<file path="config.mk">
export PLATFORM = sky130hd
export DESIGN_NAME = stream_mux_arb
export DESIGN_NICKNAME = d
export VERILOG_FILES = /design/src/rtl/stream_mux_pkg.sv /design/src/rtl/rr_grant.sv /design/src/rtl/stream_mux_arb.sv
export SDC_FILE = /design/constraint.sdc
export NUM_CORES = 1
export LEC_CHECK = 0
export CORE_ASPECT_RATIO = 1.75
export CORE_UTILIZATION = 40
export CTS_BUF_LIST = sky130_fd_sc_hd__clkbuf_4 sky130_fd_sc_hd__clkbuf_8
export DETAILED_ROUTE_END_ITERATION = 8
export PLACE_DENSITY = 0.81
export SYNTH_ARGS = -nofsm -noshare
export SYNTH_HDL_FRONTEND = slang
export SYNTH_SLANG_ARGS = --single-unit
</file>
<file path="constraint.sdc">
create_clock -name clk -period 3.5 [get_ports clk]
set_clock_uncertainty 0.05 [all_clocks]
set_input_delay 0.7 -clock clk [delete_from_list [all_inputs] [get_ports clk]]
set_output_delay 0.7 -clock clk [all_outputs]
set_load 0.01 [all_outputs]
</file>
<file path="src/rtl/stream_mux_pkg.sv">
// Shared constants and helpers for the stream multiplexer/arbiter.
package stream_mux_pkg;

   localparam logic MODE_RR  = 1'b0;
   localparam logic MODE_SEL = 1'b1;

   // Index width for n items, never narrower than one bit.
   function automatic int clog2_min1(input int n);
      return (n <= 2) ? 1 : $clog2(n);
   endfunction

endpackage

</file>
<file path="src/rtl/rr_grant.sv">
// Combinational grant selection: round-robin from a pointer, or forced by sel.
module rr_grant
   import stream_mux_pkg::*;
#(
   parameter int N    = 4,
   parameter int SELW = clog2_min1(N)
) (
   input  logic [N-1:0]    req,
   input  logic [SELW-1:0] ptr,
   input  logic            mode,
   input  logic [SELW-1:0] sel,
   output logic            gnt_valid,
   output logic [SELW-1:0] gnt_idx
);

   // Two-pass scan: first requests at or above ptr, then wrap to the lowest one.
   always_comb begin
      gnt_valid = 1'b0;
      gnt_idx   = '0;
      if (mode == MODE_SEL) begin
         // Out-of-range sel matches no channel and yields no grant.
         for (int i = 0; i < N; i++) begin
            if (!gnt_valid && req[i] && (int'(sel) == i)) begin
               gnt_valid = 1'b1;
               gnt_idx   = SELW'(i);
            end
         end
      end else begin
         for (int i = 0; i < N; i++) begin
            if (!gnt_valid && req[i] && (i >= int'(ptr))) begin
               gnt_valid = 1'b1;
               gnt_idx   = SELW'(i);
            end
         end
         for (int i = 0; i < N; i++) begin
            if (!gnt_valid && req[i]) begin
               gnt_valid = 1'b1;
               gnt_idx   = SELW'(i);
            end
         end
      end
   end

endmodule

</file>
<file path="src/rtl/stream_mux_arb.sv">
// N-to-1 stream multiplexer with round-robin or forced selection and a
// registered output stage sustaining one beat per cycle.
module stream_mux_arb
   import stream_mux_pkg::*;
#(
   parameter int N     = 4,
   parameter int WIDTH = 8,
   parameter int SELW  = clog2_min1(N)
) (
   input  logic               clk,
   input  logic               rst,
   input  logic               mode,
   input  logic [SELW-1:0]    sel,
   input  logic [N*WIDTH-1:0] in_data,
   input  logic [N-1:0]       in_valid,
   output logic [N-1:0]       in_ready,
   output logic [WIDTH-1:0]   out_data,
   output logic [SELW-1:0]    out_chan,
   output logic               out_valid,
   input  logic               out_ready
);

   logic            ld;
   logic            gnt_valid;
   logic [SELW-1:0] gnt_idx;
   logic [SELW-1:0] ptr;
   logic [SELW-1:0] ptr_next;
   logic [WIDTH-1:0] gnt_data;

   assign ld       = !out_valid || out_ready;
   assign ptr_next = (int'(gnt_idx) == N - 1) ? '0 : gnt_idx + SELW'(1);

   rr_grant #(
      .N    (N),
      .SELW (SELW)
   ) u_grant (
      .req       (in_valid),
      .ptr       (ptr),
      .mode      (mode),
      .sel       (sel),
      .gnt_valid (gnt_valid),
      .gnt_idx   (gnt_idx)
   );

   // Ready goes to the granted channel only; held low while reset is asserted.
   always_comb begin
      in_ready = '0;
      gnt_data = '0;
      for (int i = 0; i < N; i++) begin
         if (gnt_valid && (int'(gnt_idx) == i)) begin
            in_ready[i] = ld && !rst;
            gnt_data    = in_data[i*WIDTH +: WIDTH];
         end
      end
   end

   // Output register and round-robin pointer; load, drain-to-empty or hold.
   always_ff @(posedge clk or posedge rst) begin
      if (rst) begin
         out_valid <= 1'b0;
         out_data  <= '0;
         out_chan  <= '0;
         ptr       <= '0;
      end else if (ld) begin
         if (gnt_valid) begin
            out_valid <= 1'b1;
            out_data  <= gnt_data;
            out_chan  <= gnt_idx;
            if (mode == MODE_RR) begin
               ptr <= ptr_next;
            end
         end else begin
            out_valid <= 1'b0;
         end
      end
   end

endmodule
</file>
# Word-level counts from Yosys, hierarchy flattened
# Cells that the tools add are included.
dict set report totals {
  reg_bits 13
  input_bits 42
  out_inout_bits 15
  elab_cells 98
}
dict set report op_classes {
  n_addsub 1
  order_cmp 3
  eq_ne 6
  muxes 44
  n_bitwise 1
  n_reduce_logical 39
}
# operator count
set ops {}
lappend ops {{2-to-1 mux 8 bit} 4}
lappend ops {{2-to-1 mux 1 bit} 30}
lappend ops {{logical AND 1 bit} 22}
lappend ops {{2-to-1 mux 2 bit} 10}
lappend ops {{zero test 1 bit} 12}
lappend ops {{== test 2 bit (second input constant)} 4}
lappend ops {{== test 2 x 1 -> 1 bit (second input constant)} 2}
lappend ops {{greater-or-equal comparator 1 x 2 -> 1 bit (first input constant)} 2}
lappend ops {{zero test 2 bit} 2}
lappend ops {{AND reduction 3 bit} 1}
lappend ops {{adder 2 x 1 -> 2 bit (second input constant)} 1}
lappend ops {{greater-or-equal comparator 2 bit (first input constant)} 1}
lappend ops {{AND reduction 2 bit} 1}
lappend ops {{logical OR 1 bit} 1}
lappend ops {{NOT 1 bit} 1}

# Longest topological paths before layout
# Gate-level depths: netlist (run 1).
dict set report depth {
  ltp_word 40
  ltp_mapped 12
  mapped_depth_nobuf 10
}

# By module
# A second synthesis (run 1) with hierarchy kept.
dict set report unflattened {
  cells_unflattened 104
  hier_area_um2 964.7
}
# module instances cells_per_inst area_each_um2
set modules_own_cells {}
lappend modules_own_cells {stream_mux_arb 1 80 808.3}
lappend modules_own_cells {rr_grant 1 24 156.4}

# Worst setup path before layout (run 1)
# Ideal clock, no wire load.
dict set report synth_path {
  kind {input-to-output}
  from {in in_valid[2]}
  to {out in_ready[2]}
  t_arrival_ns 2.296
  required_ns 2.750
  path_slack_ns 0.454
  cell_stages 7
  n_path_buf 1
  cell_sequence {inv_1 o21ai_0 a21oi_1 o31ai_1 ha_1 clkbuf_1 nor3b_1}
}
dict set report synth_between {
  elab_chain_cells 27
}
# item line
set synth_rtl {}
lappend synth_rtl {{from (decl)} stream_mux_arb.sv:15} ;# input logic [N-1:0] in_valid,
lappend synth_rtl {{logical AND 1 bit (2 in a row)} rr_grant.sv:30} ;# if (!gnt_valid && req[i] && (i >= int'(ptr))) begin
lappend synth_rtl {{2-to-1 mux 1 bit} rr_grant.sv:30}
lappend synth_rtl {{2-to-1 mux 1 bit} rr_grant.sv:20} ;# if (mode == MODE_SEL) begin
lappend synth_rtl {{zero test 1 bit} rr_grant.sv:30}
lappend synth_rtl {{logical AND 1 bit} rr_grant.sv:30}
lappend synth_rtl {{2-to-1 mux 1 bit} rr_grant.sv:30}
lappend synth_rtl {{2-to-1 mux 1 bit} rr_grant.sv:20}
lappend synth_rtl {{zero test 1 bit} rr_grant.sv:36} ;# if (!gnt_valid && req[i]) begin
lappend synth_rtl {{(+10 left out)} n/a}
lappend synth_rtl {{2-to-1 mux 1 bit} rr_grant.sv:20}
lappend synth_rtl {{zero test 1 bit} rr_grant.sv:36}
lappend synth_rtl {{logical AND 1 bit} rr_grant.sv:36}
lappend synth_rtl {{2-to-1 mux 2 bit} rr_grant.sv:36}
lappend synth_rtl {{2-to-1 mux 2 bit} rr_grant.sv:20}
lappend synth_rtl {{== test 2 bit} stream_mux_arb.sv:50} ;# if (gnt_valid && (int'(gnt_idx) == i)) begin
lappend synth_rtl {{logical AND 1 bit *} stream_mux_arb.sv:50}
lappend synth_rtl {{2-to-1 mux 1 bit *} stream_mux_arb.sv:50}
lappend synth_rtl {{to (decl)} stream_mux_arb.sv:16} ;# output logic [N-1:0] in_ready,
# Mark *: on every way between the ends. The rest lies on a longest branch, timed or not. The select of a mux whose other input is x is not followed.

# Worst setup path after layout (run 1)
dict set report layout_path {
  from {in in_valid[1]}
  to {out in_ready[1]}
}
dict set report layout_between {
  elab_chain_cells 32
}
# item line
set layout_rtl {}
lappend layout_rtl {{logical AND 1 bit (2 in a row)} rr_grant.sv:30}
lappend layout_rtl {{2-to-1 mux 1 bit} rr_grant.sv:30}
lappend layout_rtl {{2-to-1 mux 1 bit} rr_grant.sv:20}
lappend layout_rtl {{zero test 1 bit} rr_grant.sv:30}
lappend layout_rtl {{logical AND 1 bit (2 in a row)} rr_grant.sv:30}
lappend layout_rtl {{2-to-1 mux 1 bit} rr_grant.sv:30}
lappend layout_rtl {{2-to-1 mux 1 bit} rr_grant.sv:20}
lappend layout_rtl {{zero test 1 bit} rr_grant.sv:30}
lappend layout_rtl {{(+15 left out)} n/a}
lappend layout_rtl {{zero test 1 bit} rr_grant.sv:36}
lappend layout_rtl {{logical AND 1 bit} rr_grant.sv:36}
lappend layout_rtl {{2-to-1 mux 2 bit} rr_grant.sv:36}
lappend layout_rtl {{2-to-1 mux 2 bit *} rr_grant.sv:20}
lappend layout_rtl {{named net gnt_idx[0]} stream_mux_arb.sv:25} ;# logic [SELW-1:0] gnt_idx;
lappend layout_rtl {{== test 2 bit *} stream_mux_arb.sv:50}
lappend layout_rtl {{logical AND 1 bit *} stream_mux_arb.sv:50}
lappend layout_rtl {{2-to-1 mux 1 bit *} stream_mux_arb.sv:50}
# The timed path passes the listed nets; every way through them passes the cells marked *. The select of a mux whose other input is x is not followed.

==> results of run 1 <==
[metrics by stage]
stage | total power, mW | TNS, ns | util [%] | hold WS, ns
4_1_cts | 0.771 | 0 | 74.4 | 0.442
6_report | 0.766 | 0 | 74.4 | 0.433
2_1_floorplan | 0.416 | 0 | - | 0.461
3_3_place_gp | 0.607 | -0.442 | 72.2 | 0.412
3_5_place_dp | 0.624 | -0.959 | 72.2 | 0.427
5_1_grt | 0.813 | 0 | 74.4 | 0.459
[what timing repair did]
action,in CTS,in global routing
gates resized for setup,10,1
hold buffers,0,0
pin swaps,0,1
endpoints found under the setup margin,4,3
setup buffers,0,0
gates cloned,0,0
[tightest hold or removal path, stage by stage, from the launching register on]
cell and delay, ns:
dfrtp_1 0.34, nand2_1 0.05, o21ai_1 0.06
[per-layer routing]
| metal | track usage (%) | part of all wire, % |
|---|---|---|
| met1 | 23.5 | 34 |
| met2 | 53.6 | 56 |
| met3 | 3.53 | 7.7 |
| met4 | 12.9 | 2.4 |
| met5 | 0 | 0 |
[power by group through the flow]
stage	registers (mW)	clock network [mW]	logic (mW)
4_1_cts	0.236	0.148	0.387
6_report	0.236	0.143	0.387
5_1_grt	0.241	0.153	0.418
3_5_place_dp	0.238	0	0.387
2_1_floorplan	0.242	0	0.174
3_3_place_gp	0.233	0	0.374
[cell usage after synthesis, drive strengths merged]
cell	count	share of area, %
nor4	1	1.2
a41oi	1	0.85
a22oi	7	5.1
mux2	4	4.8
inv	6	2.2
a22o	1	0.85
a211oi	1	0.73
clkbuf	3	1.1
mux2i	9	8.8
or4	1	1.1
nor2b	2	1.2
a31oi	7	4.3
nand2	13	4.8
buf	2	2.2
nand2b	10	6.1
or3	1	0.61
o21ai	5	2.4
nor4b	1	1.5
o31ai	2	1.5
ha	4	4.9
nor3	1	0.49
o22ai	2	2.6
a21oi	5	2.4
o21bai	1	0.73
a2111oi	1	0.85
dfrtp	13	32
nor2	2	0.98
nor3b	5	4.1
[path summary, 6_finish.rpt]
kind	startpoint	end	slack, ns	depth (start not counted)
min reg2reg	out_chan[0]$_DFFE_PP0P_	out_chan[0]$_DFFE_PP0P_	0.43	2
max reg2reg	ptr[1]$_DFFE_PP0P_	out_data[7]$_DFFE_PP0P_	0.85	13
min in group asynchronous	rst	out_data[4]$_DFFE_PP0P_	0.87	2
min	out_chan[0]$_DFFE_PP0P_	out_chan[0]$_DFFE_PP0P_	0.43	2
max	in_valid[1]	in_ready[1]	0.09	10
max in group asynchronous	rst	out_data[3]$_DFFE_PP0P_	2.18	2
[registers in the layout, summed over array words and instances (netlist names)]
register	count
out_chan	2
ptr	2
out_data	8
out_valid	1
[area by class of cell]
class                           instances  area [um2]  area share, %
Clock buffer                            4        48.8           2.78
Tap cell                               25        31.3           1.78
Multi-Input combinational cell         87         656           37.3
Inverter                                6        22.5           1.28
Timing Repair Buffer                   72         672           38.3
Sequential cell                        13         325           18.5
[kinds of logic (layout without fill, tap and decap cells)]
family / after synthesis / after routing / share of synthesized area [%]
simple gates: 37 / 37 / 22.1
fa+ha+maj: 4 / 4 / 4.88
mux: 13 / 13 / 13.5
compound gates: 33 / 33 / 22.3
flops: 13 / 13 / 31.7
buf+inv: 11 / 82 / 5.49
==> flow_metrics.py, run 1 <==
metrics = {
    "outcome": {
        "outcome": "completed",
    },
    "clocking": {
        "cts_root_buffer": "clkbuf_8",
        "cts_buffer_depth": 2,
        "cts_buffers": 3,
        "tritoncts": "built",
        "worstSkewPairLatency_ns": 0.24,
        "path_clk_slew_ns": 0.06,
        "cts.sinks": 13,
        "cts_max_level": 1,
    },
    "worst_setup_path": {
        "worstPathArrival_ns": 2.66,
        "path_cells": "clkdlybuf4s50_1, buf_4, nand2b_1, a21oi_1, o31ai_1, buf_4, inv_1, ha_1, nor3b_1, dlygate4sd2_1",
        "crit_family": "buffers and inverters",
        "crit_top_cell": "buf_4",
        "cp-end-kind": "primary output",
        "critPathSlowestCell": "clkdlybuf4s50_1",
        "crit_type": "in2out",
        "slowest_delay_ns": 0.48,
        "crit_buf_inv": 5,
        "critPathMaxFanout": 5,
        "critPathLaunchType": "primary input",
        "crit_required_ns": 2.75,
    },
    "route": {
        "wl_mm": 3.40,
        "post-route-drc-count": 0,
        "drt_iter0_markers": 20,
        "vias": 1151,
        "wire_per_inst_um": 16.4,
        "antenna_left": 0,
        "viasPerCell": 5.56,
        "first_pass_iters": 4,
    },
    "cells_and_area": {
        "final_cell_mix": "clkdlybuf4s50_1 (49), buf_4 (16), nand2_1 (13), dfrtp_1 (13), nand2b_1 (10)",
        "syn_to_final_growth_pct": 71.1,
        "fillerInstances": 175,
        "finalInstanceArea_um2": 1760,
        "layout.cells.most_common": "clkdlybuf4s50_1",
        "nets": 229,
        "drive_gt1_share_pct": 17.6,
        "fin_cells": 207,
        "n_antenna_cell": 0,
    },
    "synth": {
        "synthCells": 111,
        "syn_nets": 157,
        "syn_area_per_cell_um2": 9.24,
        "seq_area_frac_synth_pct": 31.7,
        "synth.cell_area_um2": 1030,
        "yosysUniqueCellTypes": 33,
        "yosys_register_bits": 13,
        "synth_warnings": 0,
    },
    "power_and_ir_drop": {
        "peakVddDrop_v": 0.000231,
        "powerDensity_nw_per_um2": 436,
        "p_int_mw": 0.505,
        "combPwrFrac_pct": 50.5,
        "sw_frac_of_total_pct": 34.1,
        "pwr-share-clk_pct": 18.7,
        "p_seq_share_pct": 30.8,
        "p_leak_nw": 0.754,
        "p_switching_mw": 0.261,
    },
    "floorplan": {
        "ios": 57,
        "start_util_pct": 43.5,
        "die_w_um": 40.3,
        "die_y_um": 69.0,
        "core_area_um2": 2360,
        "dieArea_um2": 2780,
        "placementRows": 23,
    },
    "place": {
        "gp_congestion": 0.814,
        "portBuffers": 56,
        "dp_cells": 203,
        "postPlaceCellArea_um2": 1700,
        "place_ws_ns": -0.249,
        "hpwl_mm": 2.73,
    },
    "timing": {
        "setup_violations": 0,
        "fmaxAchievable_mhz": 294,
        "rsz0062_at_grt": "no",
        "hold_violations": 0,
        "max_slew_margin_pct": 64.5,
        "fin_ws_ns": 0.0946,
        "fin_crit_ns": 3.41,
        "post-route-period-util_pct": 97.3,
        "maxSlewViolCount": 0,
        "tightest_slew_ns": 0.531,
    },
    "run": {
        "cap_violations": 0,
    },
    "grt": {
        "antenna_found_initial": 0,
        "grt_start_max_net_pins": 14,
        "overflow": 0,
        "grt_pass1_wl_mm": 5.11,
        "grt_pass1_vias": 1226,
        "grt_use_total_pct": 26.8,
    },
    "min_path": {
        "hold_path.class": "reg2reg",
    },
}
Power figures use the tool's default switching activity.
==> inputs of run 2 (changes only) <==
CTS_CLUSTER_SIZE = 28   (was unset)
RECOVER_POWER = 100   (was unset)
clock period = 3.4 ns   (was 3.5 ns; I/O delays follow)
==> run 2 against run 1 <==
Routed wire length is 0.73% lower. Via count increased by 0.87%. Clock power is essentially flat. Setup slack improved by 0.027 ns. Combinational power decreased by 2%. Register-to-register slack lost 0.10 ns. Global-route usage decreased by 2.1 points. Non-clock buffer count rose by 2. First-iteration DRC count fell by 40%. Critical path type unchanged. Largest cell class unchanged. Highest routed layer unchanged.
==> flow_metrics.py, run 2 (synthesized netlist as in run 1, its figures left out) <==
metrics = {
    "timing": {
        "post-route-period-util_pct": 96.4,
        "rsz0062_at_grt": "no",
        "max_slew_margin_pct": 47.3,
        "fin_crit_ns": 3.28,
        "fin_ws_ns": 0.122,
        "fmaxAchievable_mhz": 305,
        "maxSlewViolCount": 0,
        "hold_violations": 0,
        "tightest_slew_ns": 0.791,
        "setup_violations": 0,
        "setup_tns_ns": 0,
    },
    "outcome": {
        "outcome": "completed",
    },
    "floorplan": {
        "die_y_um": 69.0,
        "die_w_um": 40.3,
        "start_util_pct": 43.5,
        "placementRows": 23,
        "dieArea_um2": 2780,
        "core_area_um2": 2360,
        "ios": 57,
    },
    "route": {
        "wire_per_inst_um": 16.2,
        "wl_mm": 3.38,
        "antenna_left": 0,
        "drt_iter0_markers": 12,
        "post-route-drc-count": 0,
        "viasPerCell": 5.56,
        "first_pass_iters": 4,
        "vias": 1161,
    },
    "power_and_ir_drop": {
        "pwr-share-clk_pct": 19.0,
        "p_seq_share_pct": 31.2,
        "p_leak_nw": 0.761,
        "powerDensity_nw_per_um2": 434,
        "p_int_mw": 0.504,
        "peakVddDrop_v": 0.000276,
        "p_switching_mw": 0.262,
        "sw_frac_of_total_pct": 34.2,
        "combPwrFrac_pct": 49.8,
    },
    "min_path": {
        "hold_path.class": "reg2reg",
    },
    "worst_setup_path": {
        "path_cells": "clkdlybuf4s50_1, buf_4, nand2b_1, a21oi_1, o31ai_1, buf_4, inv_1, ha_1, nor3b_2, dlygate4sd2_1",
        "critPathSlowestCell": "clkdlybuf4s50_1",
        "crit_family": "buffers and inverters",
        "crit_type": "in2out",
        "slowest_delay_ns": 0.47,
        "critPathLaunchType": "primary input",
        "crit_required_ns": 2.67,
        "crit_buf_inv": 5,
        "cp-end-kind": "primary output",
        "crit_top_cell": "buf_4",
        "worstPathArrival_ns": 2.55,
        "critPathMaxFanout": 5,
    },
    "clocking": {
        "cts.sinks": 13,
        "cts_root_buffer": "clkbuf_8",
        "worstSkewPairLatency_ns": 0.24,
        "cts_max_level": 1,
        "cts_buffers": 3,
        "path_clk_slew_ns": 0.06,
        "cts_buffer_depth": 2,
        "tritoncts": "built",
        "post-cts-setup-buffers": 0,
    },
    "cells_and_area": {
        "n_antenna_cell": 0,
        "largest_reg_flops": 8,
        "nets": 231,
        "final_cell_mix": "clkdlybuf4s50_1 (36), buf_4 (17), nand2_1 (13), dlygate4sd3_1 (13), dfrtp_1 (13)",
        "layout.cells.most_common": "clkdlybuf4s50_1",
        "fin_cells": 209,
        "syn_to_final_growth_pct": 72.0,
        "finalInstanceArea_um2": 1760,
        "fillerInstances": 184,
        "drive_gt1_share_pct": 17.4,
        "regMostFlops": "out_data",
        "reg_top3": "out_data: 8 flops, out_chan: 2 flops, ptr: 2 flops",
    },
    "place": {
        "postPlaceCellArea_um2": 1720,
        "dp_cells": 205,
        "hpwl_mm": 2.69,
        "portBuffers": 56,
        "place_ws_ns": -0.288,
        "gp_congestion": 0.815,
    },
    "grt": {
        "grt_use_total_pct": 24.7,
        "grt_pass1_vias": 1177,
        "antenna_found_initial": 0,
        "grt_start_max_net_pins": 14,
        "grt_pass1_wl_mm": 4.77,
        "overflow": 0,
    },
    "run": {
        "cap_violations": 0,
    },
}
[run 2: timing repair]
action                                  CTS  global route
hold buffers                              0             0
gates resized for setup                  10             4
hold endpoints to repair                  0             0
endpoints found under the setup margin    4             3
pin swaps                                 0             0
[run 2: path summary, 6_finish.rpt]
kind	startpoint	end	slack [ns]	cells past startpoint
max in group asynchronous	rst	out_data[1]$_DFFE_PP0P_	1.97	2
hold / removal	out_data[4]$_DFFE_PP0P_	out_data[4]$_DFFE_PP0P_	0.43	2
hold reg to reg	out_data[4]$_DFFE_PP0P_	out_data[4]$_DFFE_PP0P_	0.43	2
min in group asynchronous	rst	out_valid$_DFFE_PP0N_	0.98	2
setup / recovery	in_valid[1]	in_ready[1]	0.12	10
setup reg to reg	ptr[0]$_DFFE_PP0P_	out_data[7]$_DFFE_PP0P_	0.75	10
[run 2: metrics by stage]
step	power (mW)	hold slack, ns	util, %
after detailed placement	0.642	0.422	72.9
after floorplan	0.429	0.461	-
after global routing	0.814	0.468	74.8
after global placement	0.627	0.409	72.9
after CTS	0.789	0.435	75.0
final	0.766	0.427	74.8
[run 2: power by group through the flow]
stage / registers [mW] / logic (mW) / clock network, mW
final: 0.239 / 0.381 / 0.146
after global routing: 0.246 / 0.413 / 0.155
after CTS: 0.240 / 0.399 / 0.150
after detailed placement: 0.243 / 0.398 / 0
after global placement: 0.240 / 0.387 / 0
after floorplan: 0.249 / 0.179 / 0
[run 2: cell type report]
| type | count | area [um2] | area share [%] |
|---|---|---|---|
| multi-input combinational | 87 | 652 | 37.0 |
| inverter | 6 | 22.5 | 1.28 |
| sequential | 13 | 325 | 18.4 |
| tap | 25 | 31.3 | 1.77 |
| timing repair buffer | 74 | 684 | 38.8 |
| clock buffer | 4 | 48.8 | 2.77 |
[run 2: layer usage]
metal	vias to the layer above	share of wire, %	global-route usage, %
li1	557	-	-
met1	545	34	19.0
met2	51	57	52.2
met3	8	8.0	5.13
met4	0	1.8	9.17
met5	-	0	0
[run 2: worst min-delay path, stage by stage, from the launching register on]
cell     delay [ns]
dfrtp_1        0.34
nand2_1        0.05
o31ai_1        0.05
==> inputs of run 3 (changes only) <==
PLACE_DENSITY = 0.83   (was 0.81)
==> run 3 against run 2 <==
Utilization decreased by 0.90 points. Setup slack lost 0.016 ns. Count of clock-buffer cells in the layout stayed put. Maximum frequency fell by 0.50%. Final area shrank 1.2%. Routed wire length fell by 1.7%. Worst hold slack better by 0.011 ns. Critical path type unchanged. Largest cell class is now multi-input combinational cells. Highest routed layer unchanged.
==> flow_metrics.py, run 3 (synthesized netlist as in run 1, its figures left out) <==
metrics = {
    "outcome": {
        "outcome": "completed",
    },
    "clocking": {
        "cts_buffer_depth": 2,
        "cts_root_buffer": "clkbuf_8",
        "cts.sinks": 13,
        "path_clk_slew_ns": 0.05,
        "cts_buffers": 3,
        "hold_buffers": 0,
        "cts_max_level": 1,
        "worstSkewPairLatency_ns": 0.24,
        "tritoncts": "built",
        "post-cts-setup-buffers": 0,
    },
    "cells_and_area": {
        "regMostFlops": "out_data",
        "nets": 228,
        "syn_to_final_growth_pct": 69.9,
        "drive_gt1_share_pct": 18.2,
        "final_cell_mix": "clkdlybuf4s50_1 (37), nand2_1 (13), dfrtp_1 (13), dlygate4sd3_1 (12)",
        "finish.utilization_pct": 73.9,
        "n_antenna_cell": 0,
        "layout.cells.most_common": "clkdlybuf4s50_1",
        "reg_top3": "out_data: 8 flops, out_chan: 2 flops, ptr: 2 flops",
        "finalInstanceArea_um2": 1740,
        "largest_reg_flops": 8,
    },
    "floorplan": {
        "die_w_um": 40.3,
        "die_y_um": 69.0,
        "core_area_um2": 2360,
        "ios": 57,
        "placementRows": 23,
        "start_util_pct": 43.5,
        "dieArea_um2": 2780,
    },
    "timing": {
        "rsz0062_at_grt": "no",
        "setup_tns_ns": 0,
        "fin_hold_ws_ns": 0.438,
        "setup_violations": 0,
        "fin_crit_ns": 3.29,
        "max_slew_margin_pct": 56.8,
        "post-route-period-util_pct": 96.9,
        "fmaxAchievable_mhz": 304,
        "hold_violations": 0,
        "maxSlewViolCount": 0,
        "tightest_slew_ns": 0.648,
    },
    "worst_setup_path": {
        "critPathMaxFanout": 4,
        "critPathLaunchType": "primary input",
        "path_cells": "clkdlybuf4s50_1, buf_4, a21oi_1, o22ai_1, a22o_1, buf_4, ha_1, nor3b_1, dlygate4sd2_1",
        "r2r-start": "ptr[1]$_DFFE_PP0P_",
        "worstPathArrival_ns": 2.56,
        "startpoint": "in_valid[1]",
        "reg2reg_depth": 11,
        "critPathSlowestCell": "clkdlybuf4s50_1",
        "slowest_delay_ns": 0.48,
        "crit_top_cell": "buf_4",
        "crit_required_ns": 2.67,
        "cp-end-kind": "primary output",
        "crit_type": "in2out",
    },
    "route": {
        "drt_iter0_markers": 31,
        "viasPerCell": 5.60,
        "first_pass_iters": 4,
        "post-route-drc-count": 0,
        "antenna_left": 0,
        "vias": 1153,
        "wire_per_inst_um": 16.1,
        "wl_mm": 3.32,
    },
    "power_and_ir_drop": {
        "p_leak_nw": 0.730,
        "powerDensity_nw_per_um2": 435,
        "pwr-share-clk_pct": 19.1,
        "p_seq_share_pct": 31.8,
        "p_switching_mw": 0.262,
        "sw_frac_of_total_pct": 34.6,
        "p_total_mw": 0.758,
        "combPwrFrac_pct": 49.2,
        "peakVddDrop_v": 0.000294,
        "p_int_mw": 0.496,
    },
    "grt": {
        "grt_pass1_wl_mm": 4.93,
        "overflow": 0,
        "antenna_found_initial": 0,
        "grt_start_max_net_pins": 14,
        "grt_use_total_pct": 25.6,
        "grt_pass1_vias": 1185,
    },
    "min_path": {
        "min_path_cells": 2,
        "hold_path.class": "reg2reg",
        "hold_start": "out_chan[1]$_DFFE_PP0P_",
    },
    "place": {
        "gp_congestion": 0.841,
        "hpwl_mm": 2.65,
        "portBuffers": 56,
        "postPlaceCellArea_um2": 1700,
    },
    "run": {
        "cap_violations": 0,
    },
}
## run 3: power groups by stage
stage / logic, mW / registers, mW / clock network [mW]
global route: 0.404 / 0.249 / 0.154
global placement: 0.377 / 0.242 / 0
CTS: 0.389 / 0.243 / 0.148
detailed placement: 0.387 / 0.244 / 0
finish: 0.373 / 0.241 / 0.144
floorplan: 0.179 / 0.249 / 0
## run 3: through the flow
stage	setup slack [ns]	instances
after floorplan	0.394	111
after global placement	-0.208	202
after detailed placement	-0.442	202
after CTS	0.0356	206
after global routing	0.0173	206
final	0.105	206
## run 3: routing by layer
metal / wire [um] / track usage [%] / vias to the layer above
met1: 1110 / 23.4 / 537
met3: 228 / 2.56 / 10
met2: 1890 / 52.8 / 55
li1: - / - / 551
met4: 89 / 7.92 / 0
met5: 0 / 0 / -
## run 3: path summary, 6_finish.rpt
kind	endpoint	slack, ns
max	in_ready[0]	0.11
min	out_chan[1]$_DFFE_PP0P_	0.44
max reg2reg	out_data[0]$_DFFE_PP0P_	0.60
min reg2reg	out_chan[1]$_DFFE_PP0P_	0.44
max in group asynchronous	out_data[5]$_DFFE_PP0P_	1.95
min in group asynchronous	out_chan[1]$_DFFE_PP0P_	1.00
## run 3: layout make-up
type | instances | area [um2]
sequential | 13 | 325
clock buffer | 4 | 48.8
inverter | 6 | 22.5
multi-input combinational | 87 | 679
timing repair buffer | 71 | 636
fill | 167 | 617
tap | 25 | 31.3
## run 3: timing repair
item	CTS	global route
gates resized for setup	12	9
gates cloned	0	0
setup endpoints to repair	4	3
## run 3: worst max-delay path: cells and delay by family
kind / cells / cell delay, ns
compound gates: 3 / 0.49
buf+inv: 4 / 1.09
simple gates: 1 / 0.13
fa+ha+maj: 1 / 0.18
